File: src/rtl/ctrl_bubble_stage_pkg.sv
// Shared definitions for the control-word bubble stage: field offsets of the
// packed control word, the NOP pattern and the stage state encoding.
package ctrl_pkg;

  localparam int SHIFT_BIT = 11;
  localparam int ALU_MSB   = 10;
  localparam int ALU_LSB   = 7;
  localparam int SIZE_MSB  = 6;
  localparam int SIZE_LSB  = 5;
  localparam int EN_BIT    = 4;
  localparam int RW_BIT    = 3;
  localparam int LOAD_BIT  = 2;
  localparam int S_BIT     = 1;
  localparam int RF_BIT    = 0;

  localparam logic [11:0] CTRL_NOP = 12'h000;

  typedef enum logic {
    RUN    = 1'b0,
    BUBBLE = 1'b1
  } state_e;

endpackage

File: src/rtl/ctrl_bubble_stage_sat_counter.sv
// Saturating up-counter: increments on en, sticks at all-ones, never wraps.
module sat_counter #(
  parameter int W = 16
) (
  input  logic         clk,
  input  logic         reset_n,
  input  logic         en,
  output logic [W-1:0] count
);

  localparam logic [W-1:0] MAX_VAL = {W{1'b1}};

  // count register with saturation at MAX_VAL
  always_ff @(posedge clk or negedge reset_n) begin
    if (!reset_n) begin
      count <= {W{1'b0}};
    end else if (en && (count != MAX_VAL)) begin
      count <= count + W'(1'b1);
    end
  end

endmodule

File: src/rtl/ctrl_bubble_stage.sv
// Registered control-word stage between the Control Unit and ID/EX: passes the
// word, substitutes NOPs on request, inserts multi-cycle bubbles, obeys stall/flush.
module ctrl_bubble_stage
  import ctrl_pkg::*;
#(
  parameter int                CTRL_W    = 12,
  parameter logic [CTRL_W-1:0] NOP_VALUE = CTRL_W'(CTRL_NOP),
  parameter int                CNT_W     = 3,
  parameter int                STAT_W    = 16
) (
  input  logic              clk,
  input  logic              reset_n,
  input  logic [CTRL_W-1:0] ctrl_i,
  input  logic              valid_i,
  input  logic              sel_nop_i,
  input  logic              bubble_req_i,
  input  logic [CNT_W-1:0]  bubble_len_i,
  input  logic              stall_i,
  input  logic              flush_i,
  output logic [CTRL_W-1:0] ctrl_o,
  output logic              valid_o,
  output logic              busy_o,
  output logic [STAT_W-1:0] bubble_cnt_o
);

  localparam logic [CNT_W-1:0] CNT_ZERO = {CNT_W{1'b0}};
  localparam logic [CNT_W-1:0] CNT_ONE  = CNT_W'(1'b1);

  state_e             state_r;
  state_e             state_nxt_s;
  logic [CNT_W-1:0]   remaining_r;
  logic [CNT_W-1:0]   remaining_nxt_s;
  logic [CTRL_W-1:0]  ctrl_r;
  logic [CTRL_W-1:0]  ctrl_nxt_s;
  logic               valid_r;
  logic               valid_nxt_s;
  logic               cnt_en_s;
  logic               req_s;

  // a zero-length request is no request at all
  assign req_s = bubble_req_i & (bubble_len_i != CNT_ZERO);

  // state register
  always_ff @(posedge clk or negedge reset_n) begin
    if (!reset_n) begin
      state_r     <= RUN;
      remaining_r <= CNT_ZERO;
    end else begin
      state_r     <= state_nxt_s;
      remaining_r <= remaining_nxt_s;
    end
  end

  // next-state logic: flush > stall > bubble > request
  always_comb begin
    state_nxt_s     = state_r;
    remaining_nxt_s = remaining_r;
    if (flush_i) begin
      state_nxt_s     = RUN;
      remaining_nxt_s = CNT_ZERO;
    end else if (stall_i) begin
      state_nxt_s     = state_r;
      remaining_nxt_s = remaining_r;
    end else begin
      case (state_r)
        BUBBLE: begin
          if (remaining_r <= CNT_ONE) begin
            state_nxt_s     = RUN;
            remaining_nxt_s = CNT_ZERO;
          end else begin
            state_nxt_s     = BUBBLE;
            remaining_nxt_s = remaining_r - CNT_ONE;
          end
        end
        RUN: begin
          if (req_s && (bubble_len_i != CNT_ONE)) begin
            state_nxt_s     = BUBBLE;
            remaining_nxt_s = bubble_len_i - CNT_ONE;
          end else begin
            state_nxt_s     = RUN;
            remaining_nxt_s = CNT_ZERO;
          end
        end
        default: begin
          state_nxt_s     = RUN;
          remaining_nxt_s = CNT_ZERO;
        end
      endcase
    end
  end

  // next registered outputs and bubble-count enable
  always_comb begin
    ctrl_nxt_s  = ctrl_r;
    valid_nxt_s = valid_r;
    cnt_en_s    = 1'b0;
    if (flush_i) begin
      ctrl_nxt_s  = NOP_VALUE;
      valid_nxt_s = 1'b0;
    end else if (stall_i) begin
      ctrl_nxt_s  = ctrl_r;
      valid_nxt_s = valid_r;
    end else if ((state_r == BUBBLE) || req_s || sel_nop_i) begin
      ctrl_nxt_s  = NOP_VALUE;
      valid_nxt_s = 1'b0;
      cnt_en_s    = 1'b1;
    end else begin
      ctrl_nxt_s  = ctrl_i;
      valid_nxt_s = valid_i;
    end
  end

  // output pipeline register
  always_ff @(posedge clk or negedge reset_n) begin
    if (!reset_n) begin
      ctrl_r  <= NOP_VALUE;
      valid_r <= 1'b0;
    end else begin
      ctrl_r  <= ctrl_nxt_s;
      valid_r <= valid_nxt_s;
    end
  end

  sat_counter #(
    .W(STAT_W)
  ) u_bubble_cnt (
    .clk     (clk),
    .reset_n (reset_n),
    .en      (cnt_en_s),
    .count   (bubble_cnt_o)
  );

  assign ctrl_o  = ctrl_r;
  assign valid_o = valid_r;
  // held low in reset so upstream never stalls on a stale request
  assign busy_o  = reset_n & ((state_r == BUBBLE) | ((state_r == RUN) & req_s));

endmodule

File: config.mk
export PLATFORM = sky130hd
export DESIGN_NAME = ctrl_bubble_stage
export DESIGN_NICKNAME = d
export VERILOG_FILES = /design/src/rtl/ctrl_bubble_stage_pkg.sv /design/src/rtl/ctrl_bubble_stage_sat_counter.sv /design/src/rtl/ctrl_bubble_stage.sv
export SDC_FILE = /design/constraint.sdc
export NUM_CORES = 1
export LEC_CHECK = 0
export ABC_AREA = 1
export BUFFER_PORTS_ARGS = -buffer_cell sky130_fd_sc_hd__buf_2
export CORE_ASPECT_RATIO = 1.2
export CORE_MARGIN = 5
export CORE_UTILIZATION = 53
export CTS_CLUSTER_DIAMETER = 60
export DETAILED_ROUTE_END_ITERATION = 6
export HOLD_SLACK_MARGIN = 0.1
export PLACE_DENSITY = 0.8
export SLEW_MARGIN = 20
export SYNTH_ARGS = -nofsm -noshare
export SYNTH_HDL_FRONTEND = slang
export SYNTH_HIERARCHICAL = 1
export SYNTH_SLANG_ARGS = --single-unit
File: constraint.sdc
create_clock -name clk -period 1.77 [get_ports clk]
set_input_delay 0.2655 -clock clk [delete_from_list [all_inputs] [get_ports clk]]
set_output_delay 0.2655 -clock clk [all_outputs]
set_load 0.01 [all_outputs]
==> flow_metrics.env <==
export IMPL_relSlewSlack=0.682
export IMPL_seqPwrFrac=0.462
export IMPL_yosysWarningCount=6
export IMPL_worst_slew_pin_slew_ns=0.476
export IMPL_avgSynthCellArea_um2=7.47
export IMPL_min_from="flush_i"
export IMPL_cap_violations=0
export IMPL_cpMostUsedCell="inv_1"
export IMPL_cellPowerDensity_nw_per_um2=806
export IMPL_required_ns=1.97
export IMPL_firstDrtPassIters=6
export IMPL_die_area_um2=5190
export IMPL_post_cts_buffers=0
export IMPL_slowest_stage="dfrtp_1"
export IMPL_p_int_mw=1.30
export IMPL_netSwitchingPower_uw=689
export IMPL_wl_per_cell_um=12.2
export IMPL_path_max_fanout=6
export IMPL_die_w_um=66.6
export IMPL_hold_path_class="in2reg"
export IMPL_ctsLongestPathBuffers=2
export IMPL_drive_above_1_share=0.272
export IMPL_critPathLaunchType="flop"
export IMPL_grt_max_degree=34
export IMPL_route_vias_total=1928
export IMPL_min_period_over_period=0.847
export IMPL_cts_clk_slew_worst_paths_ns=0.08
export IMPL_overflow=0
export IMPL_swShare=0.346
export IMPL_period_minus_slack_ns=1.50
export IMPL_cts_root_buf="clkbuf_8"
export IMPL_coreArea_um2=3660
export IMPL_path_cells="inv_2 > nand2_4 > o21ai_0 > inv_1 > inv_1 > nor2_1 > nand2_1 > nor2_1 > nand3_1 > nand2_1 > inv_1"
export IMPL_cts_buffers=5
export IMPL_finalMaxSlewViolations=0
export IMPL_die_height_um=78.0
export IMPL_synth_area_top_cells="dfrtp_1, nand2_1, nand3_1"
export IMPL_clk_latency_ns=0.29
export IMPL_synth_nets=301
export IMPL_post_cts_resized=0
export IMPL_worstSetupPathType="reg2reg"
export IMPL_timing_reg2reg_setup_slack_ns=0.27
export IMPL_syn_inst=273
export IMPL_ioPinCount=52
export IMPL_cts_sinks=33
export IMPL_tns_ns=0
export IMPL_worstPathArrival_ns=1.70
export IMPL_seq_area_frac_synth=0.405
export IMPL_hold_viol_final=0
export IMPL_power_frac_clock=0.292
export IMPL_stdcell_area_um2=2470
export IMPL_p_leak_nw=1.35
export IMPL_cp_startpoint="state_r$_DFFE_PN0P_"
export IMPL_area_delta_synth_final_pct=21.1
export IMPL_max_freq_mhz=667
export IMPL_synth_cell_area_um2=2040
export IMPL_dr_first_iter_drc_count=81
export IMPL_outcome="completed"
export IMPL_place_gp_congestion=0.799
export IMPL_timing_critical_path_buf_inv=4
export IMPL_nets=361
export IMPL_place_area_um2=2370
export IMPL_post_synth_top_area_cell="dfrtp_1"
export IMPL_regToRegStartpoint="state_r$_DFFE_PN0P_"
export IMPL_start_util=0.557
export IMPL_grt_pass1_vias=1939
export IMPL_wirelength_um=4720
export IMPL_drtAntennaViolNets=0
export IMPL_dpl_hpwl_um=3540
export IMPL_ys_ff_latch=33
export IMPL_htree_levels=2
export IMPL_rsz0062_at_grt="false"
export IMPL_grt_usage=0.202
export IMPL_ir_drop_v=0.000501
export IMPL_grt_pass1_wl_um=8330
export IMPL_netlist_area_leader_share=0.405
export IMPL_path_delay_family="simple AND/OR/NAND/NOR gates"
export IMPL_drc=0
export IMPL_cpPeakStageDelay_ns=0.46
export IMPL_setup_viol=0
export IMPL_combPwrFrac=0.247
export IMPL_cp_end_kind="flop"
export IMPL_via_per_inst=4.99
export IMPL_io_buffers=51
export IMPL_antenna_found_initial=0
export IMPL_synth_cell_type_count=23
export IMPL_diodes=0
export IMPL_cts_tree="yes"
export IMPL_row_count=24
export IMPL_finClkSkew_ns=0.0103
==> stage by stage <==
stage / utilization / instances / hold WS, ns / setup slack [ns] / power [mW]
final: 0.674 / 386 / 0.185 / 0.271 / 1.99
after global routing: 0.674 / 386 / 0.197 / 0.122 / 2.12
after CTS: 0.674 / 386 / 0.178 / 0.266 / 2.01
after detailed placement: 0.647 / 377 / 0.351 / 0.0583 / 1.43
after global placement: 0.647 / 377 / 0.355 / 0.133 / 1.41
after floorplan: - / 273 / -0.0301 / 0.247 / 1.22
==> registers in the layout, summed over array words and instances, names as in the netlist <==
signal	flops
state_r	1
remaining_r	3
valid_o	1
u_bubble_cnt/count	16
ctrl_o	12
==> metal layers <==
layer / routed length (µm) / up-vias / global-route usage
li1: - / 972 / -
met1: 1910 / 894 / 0.225
met2: 2490 / 52 / 0.370
met3: 246 / 10 / 0.0419
met4: 70 / 0 / 0.0732
met5: 0 / - / 0
==> logic make-up (layout without fill, tap and decap cells) <==
logic type | Yosys count | in the layout | share of synthesized area
AOI/OAI and AO/OA | 13 | 13 | 0.0380
DFF | 33 | 33 | 0.405
buffers and inverters | 33 | 94 | 0.0755
xor gates and xnor gates | 7 | 7 | 0.0301
adders and majority gates | 6 | 6 | 0.0368
and+or+nand+nor | 181 | 181 | 0.415
==> worst paths after layout <==
path | end | cells past startpoint
max in group asynchronous | u_bubble_cnt/count[1]$_DFFE_PN0P_ | 3
hold / removal | state_r$_DFFE_PN0P_ | 2
hold reg to reg | ctrl_o[5]$_DFFE_PN0P_ | 2
min in group asynchronous | u_bubble_cnt/count[15]$_DFFE_PN0P_ | 3
setup reg to reg | u_bubble_cnt/count[15]$_DFFE_PN0P_ | 11
setup / recovery | u_bubble_cnt/count[15]$_DFFE_PN0P_ | 11
==> synthesized netlist by cell type (all sizes together) <==
cell	n
o21ai	10
inv	28
xnor2	5
nor3	1
nand4	8
nand3	24
ha	6
xor2	2
dfrtp	33
a21boi	2
nand2	119
buf	5
nor2	29
a21oi	1
==> area by class of cell <==
cell class                 instances  area (µm²)
fill                             345        1190
inverter                          28         105
clock buffer                       5        68.8
multi-input combinational        207        1060
tap                               52        65.1
timing repair buffer              58         323
clock inverter                     3        22.5
sequential                        33         826
==> repair_timing <==
action	in CTS	in global routing
setup endpoints to repair	0	0
hold buffers	1	0
endpoints found under the hold margin	33	0
==> layout by cell type, fill, tap and decap left out, types with 6 or more instances in the layout <==
master / netlist / routed
nand3_1: 20 / 20
o21ai_0: 8 / 8
inv_1: 25 / 25
nor2_1: 20 / 20
nand4_1: 7 / 7
nor2_4: 6 / 6
ha_1: 6 / 6
nand2_1: 112 / 112
dfrtp_1: 33 / 33
buf_2: 0 / 51
==> power by group through the flow <==
stage | Sequential (mW) | Clock, mW | Combinational [mW]
global route | 0.936 | 0.629 | 0.556
floorplan | 0.959 | 0 | 0.266
global placement | 0.932 | 0 | 0.482
finish | 0.918 | 0.581 | 0.491
detailed placement | 0.933 | 0 | 0.494
CTS | 0.919 | 0.590 | 0.499
(Power assumes the default switching activity.)
